$ cat src/rtl/tama_pkg.sv
// Shared definitions for the pet UART transmit scheduler: frame layout,
// alarm byte prefix, FSM state encoding and the critical-stat mask helper.
package tama_pkg;
  localparam int STAT_W = 5;
  localparam int FRAME_LEN = 9;
  localparam logic [7:0] HEADER_DEFAULT = 8'hA5;
  localparam logic [1:0] ALARM_PREFIX = 2'b11;

  typedef logic [STAT_W-1:0] stat_t;

  typedef enum logic [1:0] {
    ST_IDLE,
    ST_ACK,
    ST_ALARM,
    ST_FRAME
  } tx_state_t;

  // Bit order matches the alarm byte and frame byte 7: social in bit 5, hunger in bit 0.
  function automatic logic [5:0] crit_mask(input stat_t hunger, input stat_t happiness,
                                           input stat_t health, input stat_t hygiene,
                                           input stat_t energy, input stat_t social,
                                           input stat_t level);
    return {social <= level, energy <= level, hygiene <= level,
            health <= level, happiness <= level, hunger <= level};
  endfunction
endpackage

$ cat src/rtl/tama_tx_scheduler_if.sv
// Byte-wide valid/ready link from the scheduler to the UART transmitter.
interface tama_tx_scheduler_if;
  logic       tx_valid;
  logic [7:0] tx_data;
  logic       tx_ready;

  modport master (output tx_valid, output tx_data, input tx_ready);
  modport slave  (input tx_valid, input tx_data, output tx_ready);
endinterface

$ cat src/rtl/tama_frame_mux.sv
// Status frame builder: snapshots the stats on frame entry and presents the
// byte that follows the one currently on the bus, with a running XOR checksum.
module tama_frame_mux
  import tama_pkg::*;
#(
  parameter logic [7:0] HEADER      = HEADER_DEFAULT,
  parameter logic [4:0] ALARM_LEVEL = 5'd4
) (
  input  logic       clk,
  input  logic       reset,
  input  logic       start,
  input  logic       advance,
  input  stat_t      hunger,
  input  stat_t      happiness,
  input  stat_t      health,
  input  stat_t      hygiene,
  input  stat_t      energy,
  input  stat_t      social,
  input  logic       is_sleeping,
  output logic [7:0] next_byte,
  output logic       last_byte
);
  stat_t      snap [6];
  logic       snap_sleep;
  logic [3:0] idx;
  logic [7:0] csum;

  assign last_byte = (idx == 4'(FRAME_LEN - 1));

  // idx is the byte currently on the bus; next_byte is byte idx+1.
  always_comb begin
    next_byte = csum;
    if (idx < 4'd6) begin
      next_byte = {3'b000, snap[idx[2:0]]};
    end else if (idx == 4'd6) begin
      next_byte = {snap_sleep, 1'b0,
                   crit_mask(snap[0], snap[1], snap[2], snap[3], snap[4], snap[5], ALARM_LEVEL)};
    end
  end

  always_ff @(posedge clk or posedge reset) begin
    if (reset) begin
      for (int i = 0; i < 6; i++) snap[i] <= '0;
      snap_sleep <= 1'b0;
      idx        <= '0;
      csum       <= '0;
    end else if (start) begin
      snap[0]    <= hunger;
      snap[1]    <= happiness;
      snap[2]    <= health;
      snap[3]    <= hygiene;
      snap[4]    <= energy;
      snap[5]    <= social;
      snap_sleep <= is_sleeping;
      idx        <= '0;
      csum       <= HEADER;
    end else if (advance) begin
      idx  <= idx + 4'd1;
      csum <= csum ^ next_byte;
    end
  end
endmodule

$ cat src/rtl/tama_tx_scheduler.sv
// Arbitrates the single UART TX byte stream between command acks, critical-stat
// alarms and periodic status frames; frames are never interleaved with other bytes.
module tama_tx_scheduler
  import tama_pkg::*;
#(
  parameter logic [3:0] REPORT_PERIOD = 4'd1,
  parameter logic [4:0] ALARM_LEVEL   = 5'd4,
  parameter logic [7:0] HEADER        = 8'hA5
) (
  input  logic                 clk,
  input  logic                 reset,
  input  logic                 second,
  input  stat_t                hunger,
  input  stat_t                happiness,
  input  stat_t                health,
  input  stat_t                hygiene,
  input  stat_t                energy,
  input  stat_t                social,
  input  logic                 is_sleeping,
  input  logic                 ack_req,
  input  logic [7:0]           ack_byte,
  tama_tx_scheduler_if.master  tx,
  output logic                 busy,
  output logic                 ack_drop,
  output logic [7:0]           frame_cnt
);
  localparam logic [3:0] PERIOD_EFF = (REPORT_PERIOD == 4'd0) ? 4'd1 : REPORT_PERIOD;

  tx_state_t  state;
  logic       ack_pending, alarm_pending, report_pending;
  logic [7:0] ack_buf;
  logic [3:0] sec_cnt;
  logic [5:0] crit_now, crit_q;
  logic       accept, ack_accept, alarm_accept, frame_done, frame_start, frame_advance;
  logic [7:0] mux_byte;
  logic       mux_last;

  assign crit_now      = crit_mask(hunger, happiness, health, hygiene, energy, social, ALARM_LEVEL);
  assign accept        = tx.tx_valid & tx.tx_ready;
  assign ack_accept    = accept && (state == ST_ACK);
  assign alarm_accept  = accept && (state == ST_ALARM);
  assign frame_done    = accept && (state == ST_FRAME) && mux_last;
  assign frame_advance = accept && (state == ST_FRAME) && !mux_last;
  assign frame_start   = (state == ST_IDLE) && !ack_pending && !alarm_pending && report_pending;
  assign busy          = (state != ST_IDLE) | tx.tx_valid;

  tama_frame_mux #(.HEADER(HEADER), .ALARM_LEVEL(ALARM_LEVEL)) u_frame_mux (
    .clk        (clk),
    .reset      (reset),
    .start      (frame_start),
    .advance    (frame_advance),
    .hunger     (hunger),
    .happiness  (happiness),
    .health     (health),
    .hygiene    (hygiene),
    .energy     (energy),
    .social     (social),
    .is_sleeping(is_sleeping),
    .next_byte  (mux_byte),
    .last_byte  (mux_last)
  );

  // Request side; a new request arriving with its own clear wins, so nothing is lost.
  always_ff @(posedge clk or posedge reset) begin
    if (reset) begin
      ack_pending    <= 1'b0;
      ack_buf        <= '0;
      ack_drop       <= 1'b0;
      alarm_pending  <= 1'b0;
      report_pending <= 1'b0;
      sec_cnt        <= '0;
      crit_q         <= '0;
    end else begin
      ack_drop <= 1'b0;
      if (ack_req) begin
        if (!ack_pending || ack_accept) begin
          ack_pending <= 1'b1;
          ack_buf     <= ack_byte;
        end else begin
          ack_drop <= 1'b1;
        end
      end else if (ack_accept) begin
        ack_pending <= 1'b0;
      end

      crit_q <= crit_now;
      if (alarm_accept) alarm_pending <= 1'b0;
      if (|(crit_now & ~crit_q) && !is_sleeping) alarm_pending <= 1'b1;

      if (frame_done) report_pending <= 1'b0;
      if (second) begin
        if (sec_cnt + 4'd1 >= PERIOD_EFF) begin
          sec_cnt        <= '0;
          report_pending <= 1'b1;
        end else begin
          sec_cnt <= sec_cnt + 4'd1;
        end
      end
    end
  end

  always_ff @(posedge clk or posedge reset) begin
    if (reset) begin
      state       <= ST_IDLE;
      tx.tx_valid <= 1'b0;
      tx.tx_data  <= '0;
      frame_cnt   <= '0;
    end else begin
      case (state)
        ST_IDLE: begin
          if (ack_pending) begin
            tx.tx_data  <= ack_buf;
            tx.tx_valid <= 1'b1;
            state       <= ST_ACK;
          end else if (alarm_pending) begin
            tx.tx_data  <= {ALARM_PREFIX, crit_q};
            tx.tx_valid <= 1'b1;
            state       <= ST_ALARM;
          end else if (report_pending) begin
            tx.tx_data  <= HEADER;
            tx.tx_valid <= 1'b1;
            state       <= ST_FRAME;
          end
        end
        ST_ACK, ST_ALARM: begin
          if (tx.tx_ready) begin
            tx.tx_valid <= 1'b0;
            state       <= ST_IDLE;
          end
        end
        ST_FRAME: begin
          if (tx.tx_ready) begin
            if (mux_last) begin
              tx.tx_valid <= 1'b0;
              state       <= ST_IDLE;
              frame_cnt   <= frame_cnt + 8'd1;
            end else begin
              tx.tx_data <= mux_byte;
            end
          end
        end
        default: state <= ST_IDLE;
      endcase
    end
  end
endmodule

$ cat src/flat_wrapper.sv
// flat-port wrapper written by rule: the top's interface ports become plain ports
module tama_tx_scheduler_flat import tama_pkg::*;
#(
  parameter logic [3:0] REPORT_PERIOD = 4'd1,
  parameter logic [4:0] ALARM_LEVEL   = 5'd4,
  parameter logic [7:0] HEADER        = 8'hA5
)
  (clk, reset, second, hunger, happiness, health, hygiene, energy, social, is_sleeping, ack_req, ack_byte, busy, ack_drop, frame_cnt, tx_tx_valid, tx_tx_data, tx_tx_ready);
  tama_tx_scheduler_if tx_i ();
  input  logic clk;
  input  logic reset;
  input  logic second;
  input  stat_t hunger;
  input  stat_t happiness;
  input  stat_t health;
  input  stat_t hygiene;
  input  stat_t energy;
  input  stat_t social;
  input  logic is_sleeping;
  input  logic ack_req;
  input  logic [7:0] ack_byte;
  output logic busy;
  output logic ack_drop;
  output logic [7:0] frame_cnt;
  output wire logic [$bits(tx_i.tx_valid)-1:0] tx_tx_valid;
  output wire logic [$bits(tx_i.tx_data)-1:0] tx_tx_data;
  input wire logic [$bits(tx_i.tx_ready)-1:0] tx_tx_ready;
  assign tx_tx_valid = tx_i.tx_valid;
  assign tx_tx_data = tx_i.tx_data;
  assign tx_i.tx_ready = tx_tx_ready;
  tama_tx_scheduler #(.REPORT_PERIOD(REPORT_PERIOD), .ALARM_LEVEL(ALARM_LEVEL), .HEADER(HEADER)) u_core (.clk(clk), .reset(reset), .second(second), .hunger(hunger), .happiness(happiness), .health(health), .hygiene(hygiene), .energy(energy), .social(social), .is_sleeping(is_sleeping), .ack_req(ack_req), .ack_byte(ack_byte), .tx(tx_i), .busy(busy), .ack_drop(ack_drop), .frame_cnt(frame_cnt));
endmodule
$ cat config.mk
export PLATFORM = sky130hd
export DESIGN_NAME = tama_tx_scheduler_flat
export DESIGN_NICKNAME = d
export VERILOG_FILES = /design/src/rtl/tama_pkg.sv /design/src/rtl/tama_tx_scheduler_if.sv /design/src/rtl/tama_frame_mux.sv /design/src/rtl/tama_tx_scheduler.sv /design/src/flat_wrapper.sv
export SDC_FILE = /design/constraint.sdc
export NUM_CORES = 1
export LEC_CHECK = 0
export CELL_PAD_IN_SITES_DETAIL_PLACEMENT = 1
export CELL_PAD_IN_SITES_GLOBAL_PLACEMENT = 2
export CORE_MARGIN = 2
export CORE_UTILIZATION = 37
export DETAILED_ROUTE_END_ITERATION = 12
export PLACE_DENSITY_LB_ADDON = 0.3
export SYNTH_ARGS = -nofsm -noshare
export SYNTH_HDL_FRONTEND = slang
export SYNTH_SLANG_ARGS = --single-unit
$ cat constraint.sdc
create_clock -name clk -period 5.9 [get_ports clk]
set_clock_uncertainty 0.2 [all_clocks]
set_input_delay 1.18 -clock clk [delete_from_list [all_inputs] [get_ports clk]]
set_output_delay 1.18 -clock clk [all_outputs]
set_load 0.1 [all_outputs]
==> results.toml, run 1 <==
[clock_network]
cts_tree = "done"
clk_path_buf_depth = 2
worst_skew_pair.late_latency_ps = 340
clockRootBuffer = "clkbuf_16"
cts_buffers = 9
cts-hold-fix-buffers = 0
post_cts.repair.setup_buffers = 0
htree_levels = 3
cts_sinks = 84
cts-resized-gates = 0
clk_pin_slew_ps = 60

[synth]
syn-num-nets = 487
synth-warning-count = 0
synth_flop_cell = "dfrtp_1"
ys_ff_latch = 84
async_reset_ff_frac = 1.00
synth_edf_count = 0
synth.cell_area_um2 = 4210
ys_types = 47
seq_area_frac_synth = 0.500
synth_cells = 433
synth_area_per_cell_um2 = 9.71

[placed_design]
gp_congestion = 0.780
numPortBuffers = 62
dp_hpwl_um = 8280

[power]
p_leak_nw = 2.17
ir_worst_vdd_mv = 0.115
power.density_nw_per_um2 = 236
power_mw = 1.22

[sta]
slew_headroom = 0.328
setup_viol = 0
finalCritPeriodShare = 0.617
rsz0062_at_grt = "no"
period_needed_ps = 3640
max_freq_ghz = 0.275
fin_hold_ws_ps = 282
maxSlewViolCount = 0
tns_ps = 0
hold_viol_final = 0
worstMarginPinSlew_ps = 1010

[worst_setup_path]
cp.required_ps = 4520
startpoint_type = "flop"
cp_slowest_cell = "clkdlybuf4s50_1"
cp_top_family = "buffers and inverters"
slowest_delay_ps = 1120
path_cells = "inv_1 > ha_1 > nand2b_1 > clkdlybuf4s50_1"
path_buf_inv = 2
critPathMaxFanout = 6
critical_path_class = "flop to output port"
worstPathArrival_ps = 2260
cp-end-kind = "output port"

[layout]
fillers = 1232
layout_common_cells = "nand2_1 (121), dfrtp_1 (84), clkdlybuf4s50_1 (62)"
layout.area.seq_um2 = 2100
final_core_util = 0.473
layout_commonest_cell = "nand2_1"
multiInputGateArea_um2 = 1920
n_antenna_cell = 0
synthToLayoutAreaGrowth_pct = 23.6
layout-drive-gt1-share = 0.0933
final_nets = 542

[floorplanning]
core_area_um2 = 11000
start_util = 0.383
die-area_um2 = 12200
rows = 38
die_w_um = 111
pin_count = 63
die-height_um = 111

[worst_hold_path]
hold_class = "flop to flop"

[routing]
drt-initial-drc-count = 122
drc_errors = 0
wl_um = 11200
wl_per_cell_um = 17.7
ant_nets = 0
avgViaCountPerCell = 5.34
firstDrtPassIters = 4
num_vias = 3378

[grt]
antenna_found_initial = 0
track_usage = 0.191
grt_pass1_wl_um = 18600
grt-ovfl-total = 0
grt_max_degree = 58
grt_pass1_vias = 3526

[job]
max_cap_viol_count = 0

[outcome]
status = "finished clean"
[area by class of cell]
type                       count  area share
sequential                    84       0.404
clock inverter                 3     0.00385
tap                          140      0.0337
multi-input combinational    311       0.370
clock buffer                  13      0.0520
timing repair buffer          65       0.124
inverter                      17      0.0125
[worst register-to-register path: cells and delay by family (launching register included)]
kind	cells	cell delay [ps]
AO/OA/AOI/OAI	3	1160
flip-flops	1	880
adder cells (fa/ha/maj)	1	360
AND/OR/NAND/NOR	1	170
[logic make-up after synthesis]
| kind of cell | synth area share |
|---|---|
| flip-flops | 0.500 |
| buffers and inverters | 0.0431 |
| adder cells (fa/ha/maj) | 0.0297 |
| AO/OA/AOI/OAI | 0.137 |
| multiplexers | 0.0726 |
| XOR/XNOR | 0.0271 |
| AND/OR/NAND/NOR | 0.191 |
[registers in the layout, indices dropped and copies added (netlist names), 4 cells and up]
name / flops
u_core.ack_buf: 8
u_core.crit_q: 6
u_core.frame_cnt: 8
u_core.sec_cnt: 4
u_core.tx.tx_data: 8
u_core.u_frame_mux.csum: 8
u_core.u_frame_mux.idx: 4
u_core.u_frame_mux.snap: 30
[per-stage QoR]
step,area (um2),setup slack (ps),instances
finish,5200,2260,633
global route,5200,2150,633
CTS,5200,2240,633
detailed placement,4910,2600,617
global placement,4910,2630,617
floorplan,4210,2350,433
[per-layer routing]
| metal | track usage | up-vias | routed length, um |
|---|---|---|---|
| li1 | - | 1619 | - |
| met1 | 0.266 | 1674 | 5260 |
| met2 | 0.310 | 71 | 5320 |
| met3 | 0.0231 | 14 | 411 |
| met4 | 0.0650 | 0 | 211 |
| met5 | 0 | - | 0 |
[path summary, 6_finish.rpt]
check                                                            from                                      to  slack [ps]  depth (start not counted)
worst max-delay path                      u_core.state[0]$_DFFE_PP0P_                                    busy        2260                          4
worst min-delay path                  u_core.frame_cnt[7]$_DFFE_PP0P_         u_core.frame_cnt[7]$_DFFE_PP0P_         280                          1
worst max register to register  u_core.u_frame_mux.idx[1]$_DFFE_PP0P_  u_core.u_frame_mux.csum[4]$_DFFE_PP0P_        3020                          5
worst min register to register        u_core.frame_cnt[7]$_DFFE_PP0P_         u_core.frame_cnt[7]$_DFFE_PP0P_         280                          1
max in group asynchronous                                       reset        u_core.tx.tx_data[4]$_DFFE_PP0P_        3400                          3
min in group asynchronous                                       reset              u_core.crit_q[4]$_DFF_PP0_        1170                          2
[where the power goes]
group / switching (mW) / internal (mW) / total [mW]
combinational: 0.0481 / 0.0408 / 0.0889
clock: 0.223 / 0.319 / 0.542
sequential: 0.00751 / 0.587 / 0.594
total: 0.278 / 0.947 / 1.22
[cells in the mapped netlist (2+ instances only)]
cell	instances	area share
clkbuf_1	7	0.0062
a41o_1	3	0.0071
buf_4	6	0.011
inv_1	17	0.015
nand2_1	121	0.11
a31oi_1	6	0.0089
o311ai_1	2	0.0042
buf_2	7	0.0083
nand2b_1	5	0.0074
xnor2_1	8	0.017
o21ai_0	15	0.018
o311ai_0	3	0.0062
ha_1	10	0.030
and3_1	2	0.0030
a311oi_1	2	0.0042
nand3b_4	2	0.0095
nor3_1	8	0.0095
nor2b_1	4	0.0059
and4_1	4	0.0083
o41ai_1	4	0.0083
nor4_1	3	0.0045
mux2i_1	8	0.019
a21oi_2	2	0.0042
o21a_1	10	0.018
a21oi_1	19	0.023
nand3_1	4	0.0048
o22ai_1	4	0.0059
nand4_1	4	0.0059
nor2_1	13	0.012
dfrtp_1	84	0.50
o31ai_1	4	0.0071
a221oi_1	4	0.0083
xor2_1	5	0.010
mux2_2	20	0.054
No activity file was read; power rests on OpenSTA's default activity.
==> inputs of run 2 (changes only) <==
Settings changed: CORE_UTILIZATION 37 to 31.
Clock period 5.9 ns to 3.1 ns, I/O delays scaled along.
==> run 2 against run 1 <==
Combinational power rose by 93%. Final cell count rose by 6.6%. Total power rose by 100%. Sequential power rose by 90%. Via count fell by 2.3%. Die area rose by 19%. Clock power rose by 110%. Register-to-register slack got worse by 2500 ps. Critical path depth rose by 2. Hold slack improved by 2.5 ps. Worst setup slack got worse by 1700 ps.
==> results.toml, run 2 (synthesized netlist as in run 1, its figures left out) <==
[sta]
max_freq_ghz = 0.392
tns_ps = 0
maxSlewViolCount = 0
hold_viol_final = 0
period_needed_ps = 2550
worstMarginPinSlew_ps = 836
slew_headroom = 0.436
setup_viol = 0
rsz0062_at_grt = "no"
finalCritPeriodShare = 0.823

[worst_setup_path]
critPathMaxFanout = 8
startpoint_type = "flop"
worstPathArrival_ps = 2610
cp-end-kind = "flop"
critical_path_class = "flop to flop"
slowest_delay_ps = 710
path_cells = "inv_1 > ha_1 > nand3b_4 > o41ai_1 > a21oi_1 > o31ai_1"
cp.required_ps = 3160
path_buf_inv = 1
cp_slowest_cell = "o41ai_1"
cp_top_family = "compound AO/OA/AOI/OAI gates"

[floorplanning]
start_util = 0.318
pin_count = 63
die_w_um = 120
core_area_um2 = 13200
rows = 42
die-height_um = 120
die-area_um2 = 14500

[clock_network]
worst_skew_pair.late_latency_ps = 350
clk_path_buf_depth = 2
htree_levels = 3
clk_pin_slew_ps = 70
clockRootBuffer = "clkbuf_16"
cts-hold-fix-buffers = 0
cts-resized-gates = 0
cts_tree = "done"
cts_sinks = 84
cts_buffers = 9
post_cts.repair.setup_buffers = 0

[routing]
firstDrtPassIters = 4
num_vias = 3299
ant_nets = 0
drt-initial-drc-count = 132
wl_um = 11400
drc_errors = 0
wl_per_cell_um = 16.9
avgViaCountPerCell = 4.89

[power]
ir_worst_vdd_mv = 0.243
p_leak_nw = 2.26
power.density_nw_per_um2 = 465

[layout]
layout_commonest_cell = "nand2_1"
layout_common_cells = "nand2_1 (121), dfrtp_1 (84), clkdlybuf4s50_1 (43)"
layout.area.seq_um2 = 2100
layout-drive-gt1-share = 0.142
n_antenna_cell = 0
final_core_util = 0.400
largest_register_ffs = 30
synthToLayoutAreaGrowth_pct = 26.0
fillers = 1525
final_nets = 549
regMostFlops = "u_core.u_frame_mux.snap"
multiInputGateArea_um2 = 1920

[grt]
grt_pass1_vias = 3566
grt-ovfl-total = 0
track_usage = 0.170
antenna_found_initial = 0
grt_pass1_wl_um = 19000
grt_max_degree = 39

[outcome]
status = "finished clean"

[job]
max_cap_viol_count = 0

[placed_design]
dp_hpwl_um = 8630
gp_congestion = 0.815
numPortBuffers = 62

[worst_hold_path]
hold_class = "flop to flop"
-- run 2: cell types whose count changed in the layout (fill, tap and decap cells not counted) --
cell / previous run / this run
buf_4: 3 / 27
clkdlybuf4s50_1: 62 / 43
buf_12: 0 / 2
bufinv_16: 0 / 2
clkbuf_8: 3 / 1
clkinvlp_4: 2 / 0
clkinv_4: 0 / 1
-- run 2: worst register-to-register path, stage by stage, from the launching register on --
cell and delay (ps):
dfrtp_1 520, inv_1 150, ha_1 220, nand3b_4 180
o41ai_1 710, a21oi_1 220, o31ai_1 260
-- run 2: final timing paths --
| kind | startpoint | end | slack (ps) | depth (start not counted) |
|---|---|---|---|---|
| min in group asynchronous | reset | u_core.sec_cnt[1]$_DFFE_PP0P_ | 480 | 2 |
| min | u_core.frame_cnt[7]$_DFFE_PP0P_ | u_core.frame_cnt[7]$_DFFE_PP0P_ | 280 | 1 |
| max in group asynchronous | reset | u_core.u_frame_mux.snap[2]$_DFFE_PP0P_ | 1540 | 3 |
| max reg2reg | u_core.u_frame_mux.idx[0]$_DFFE_PP0P_ | u_core.tx.tx_data[4]$_DFFE_PP0P_ | 550 | 6 |
| min reg2reg | u_core.frame_cnt[7]$_DFFE_PP0P_ | u_core.frame_cnt[7]$_DFFE_PP0P_ | 280 | 1 |
| max | u_core.u_frame_mux.idx[0]$_DFFE_PP0P_ | u_core.tx.tx_data[4]$_DFFE_PP0P_ | 550 | 6 |
-- run 2: layer usage --
metal,global-route usage,share of wire,up-vias,routed length (um)
met5,0,0,-,0
met4,0.0734,0.024,0,271
met3,0.0278,0.034,15,391
met2,0.262,0.46,60,5250
met1,0.236,0.48,1596,5510
li1,-,-,1628,-
-- run 2: final cells by class --
| class | instances | area share |
|---|---|---|
| multi-input combinational | 311 | 0.363 |
| timing repair buffer | 72 | 0.127 |
| inverter | 17 | 0.0123 |
| clock buffer | 11 | 0.0458 |
| tap | 176 | 0.0415 |
| sequential | 84 | 0.397 |
| clock inverter | 4 | 0.0139 |
-- run 2: report_power, final --
group          internal [mW]  switching [mW]
combinational         0.0794          0.0927
clock                  0.724           0.437
sequential              1.12          0.0136
-- run 2: metrics by stage --
step | power, mW | area (um2) | hold slack (ps) | worst slack, ps | std cells
floorplan | 1.22 | 4210 | 245 | 115 | 433
global placement | 1.32 | 4980 | 262 | 556 | 660
detailed placement | 1.33 | 4980 | 279 | 496 | 660
CTS | 2.50 | 5300 | 295 | 580 | 675
global route | 2.55 | 5300 | 311 | 374 | 675
finish | 2.46 | 5300 | 285 | 549 | 675
==> inputs of run 3 (changes only) <==
Clock period 3.1 ns to 2.3 ns, I/O delays scaled along.
==> run 3 against run 2 <==
Global-route usage is 0.45 points higher. Sequential share of layout area decreased by 1.3 points. Non-clock buffer count up 17. Final area increased by 3.4%. Hold slack got worse by 36 ps. Combinational power increased by 37%. Largest cell class unchanged. Highest routed layer unchanged.
==> results.toml, run 3 (synthesized netlist as in run 1, its figures left out) <==
[sta]
setup_viol = 0
max_freq_ghz = 0.456
worstMarginPinSlew_ps = 702
finalCritPeriodShare = 0.953
rsz0062_at_grt = "no"
setup_ws_ps = 108
tns_ps = 0
maxSlewViolCount = 0
period_needed_ps = 2190
slew_headroom = 0.526
hold_viol_final = 0

[power]
p_leak_nw = 2.34
ir_worst_vdd_mv = 0.285
power.density_nw_per_um2 = 571

[layout]
n_antenna_cell = 0
fillers = 1544
layout-drive-gt1-share = 0.186
layout.area.seq_um2 = 2100
regMostFlops = "u_core.u_frame_mux.snap"
final_nets = 566
synthToLayoutAreaGrowth_pct = 30.2
final_cell_area_um2 = 5480
largest_register_ffs = 30
layout_common_cells = "nand2_1 (121), dfrtp_1 (83), clkdlybuf4s50_1 (43)"
multiInputGateArea_um2 = 1960
layout_commonest_cell = "nand2_1"

[floorplanning]
die-height_um = 120
core_area_um2 = 13200
rows = 42
start_util = 0.318
pin_count = 63
die-area_um2 = 14500
die_w_um = 120

[worst_setup_path]
startpoint_type = "flop"
cp-end-kind = "flop"
path_cells = "inv_1 > ha_1 > nand3b_4 > or4b_4 > a211oi_2 > xnor2_1 > nand2_1"
cp.required_ps = 2310
slowest_delay_ps = 560
worstPathArrival_ps = 2200
critical_path_class = "flop to flop"
critPathMaxFanout = 7
cp_slowest_cell = "or4b_4"

[routing]
wl_um = 11700
firstDrtPassIters = 4
wl_per_cell_um = 16.9
avgViaCountPerCell = 4.99
ant_nets = 0
drc_errors = 0
drt-initial-drc-count = 139
num_vias = 3461

[placed_design]
placed_cell_area_um2 = 5170
numPortBuffers = 62
place_ws_ps = 28.8
gp_congestion = 0.842
dp_hpwl_um = 9030

[grt]
antenna_found_initial = 0
track_usage = 0.174
grt-ovfl-total = 0
grt_max_degree = 48
grt_pass1_wl_um = 19300
grt_pass1_vias = 3638

[worst_hold_path]
hold_class = "input pin to async pin"

[clock_network]
clk_path_buf_depth = 2
cts_tree = "done"
worst_skew_pair.late_latency_ps = 350
htree_levels = 3
post_cts.repair.setup_buffers = 0
cts_sinks = 84
clk_pin_slew_ps = 60
cts_buffers = 9
clockRootBuffer = "clkbuf_16"

[outcome]
status = "finished clean"

[job]
max_cap_viol_count = 0
[run 3: changes by cell type in the layout (fill, tap and decap cells not counted), moves of 2 or more]
cell	change
buf_4	+13
buf_12	+4
o41ai_1	-3
o41ai_2	+3
bufinv_16	-2
[run 3: metal layers]
metal	global-route usage	share of wire	vias to the layer above
met4	0.0770	0.024	0
met1	0.234	0.47	1717
met5	0	0	-
met2	0.275	0.48	62
li1	-	-	1665
met3	0.0325	0.031	17
[run 3: critical path, delay by kind of cell, from the launching register on]
family / cells / cell delay (ps)
compound gates: 1 / 220
xor+xnor: 1 / 140
fa+ha+maj: 1 / 220
buf+inv: 1 / 100
flops: 1 / 410
simple gates: 3 / 780
[run 3: timing repair]
action | CTS | global route
resized for setup | 0 | 7
endpoints found under the setup margin | 0 | 11
hold buffers | 0 | 0
[run 3: worst paths after layout]
| check | endpoint | slack, ps | startpoint | depth (start not counted) |
|---|---|---|---|---|
| min | u_core.sec_cnt[0]$_DFFE_PP0P_ | 250 | reset | 2 |
| max reg2reg | u_core.u_frame_mux.csum[5]$_DFFE_PP0P_ | 110 | u_core.u_frame_mux.idx[0]$_DFFE_PP0P_ | 7 |
| max in group asynchronous | u_core.u_frame_mux.idx[1]$_DFFE_PP0P_ | 1060 | reset | 3 |
| min in group clk | u_core.frame_cnt[7]$_DFFE_PP0P_ | 280 | u_core.frame_cnt[7]$_DFFE_PP0P_ | 1 |
| min reg2reg | u_core.frame_cnt[7]$_DFFE_PP0P_ | 280 | u_core.frame_cnt[7]$_DFFE_PP0P_ | 1 |
| max | u_core.u_frame_mux.csum[5]$_DFFE_PP0P_ | 110 | u_core.u_frame_mux.idx[0]$_DFFE_PP0P_ | 7 |
[run 3: metrics by stage]
step / utilization / hold WS [ps] / cells / power, mW
after floorplan: - / 245 / 433 / 1.65
after global placement: 0.390 / 264 / 677 / 1.79
after detailed placement: 0.390 / 278 / 677 / 1.79
after CTS: 0.411 / 249 / 693 / 3.18
after global routing: 0.414 / 265 / 693 / 3.25
final: 0.414 / 249 / 693 / 3.13
[run 3: where the power goes]
group	switching, mW	leakage, nW	internal [mW]
clock network	0.585	0.142	0.787
registers	0.0185	0.896	1.50
logic	0.124	1.31	0.112
[run 3: layout make-up]
type,count,area share
inverter,17,0.0123
multi-input combinational,311,0.357
clock buffer,12,0.0468
tap,176,0.0402
clock inverter,4,0.00434
sequential,84,0.384
timing repair buffer,89,0.155
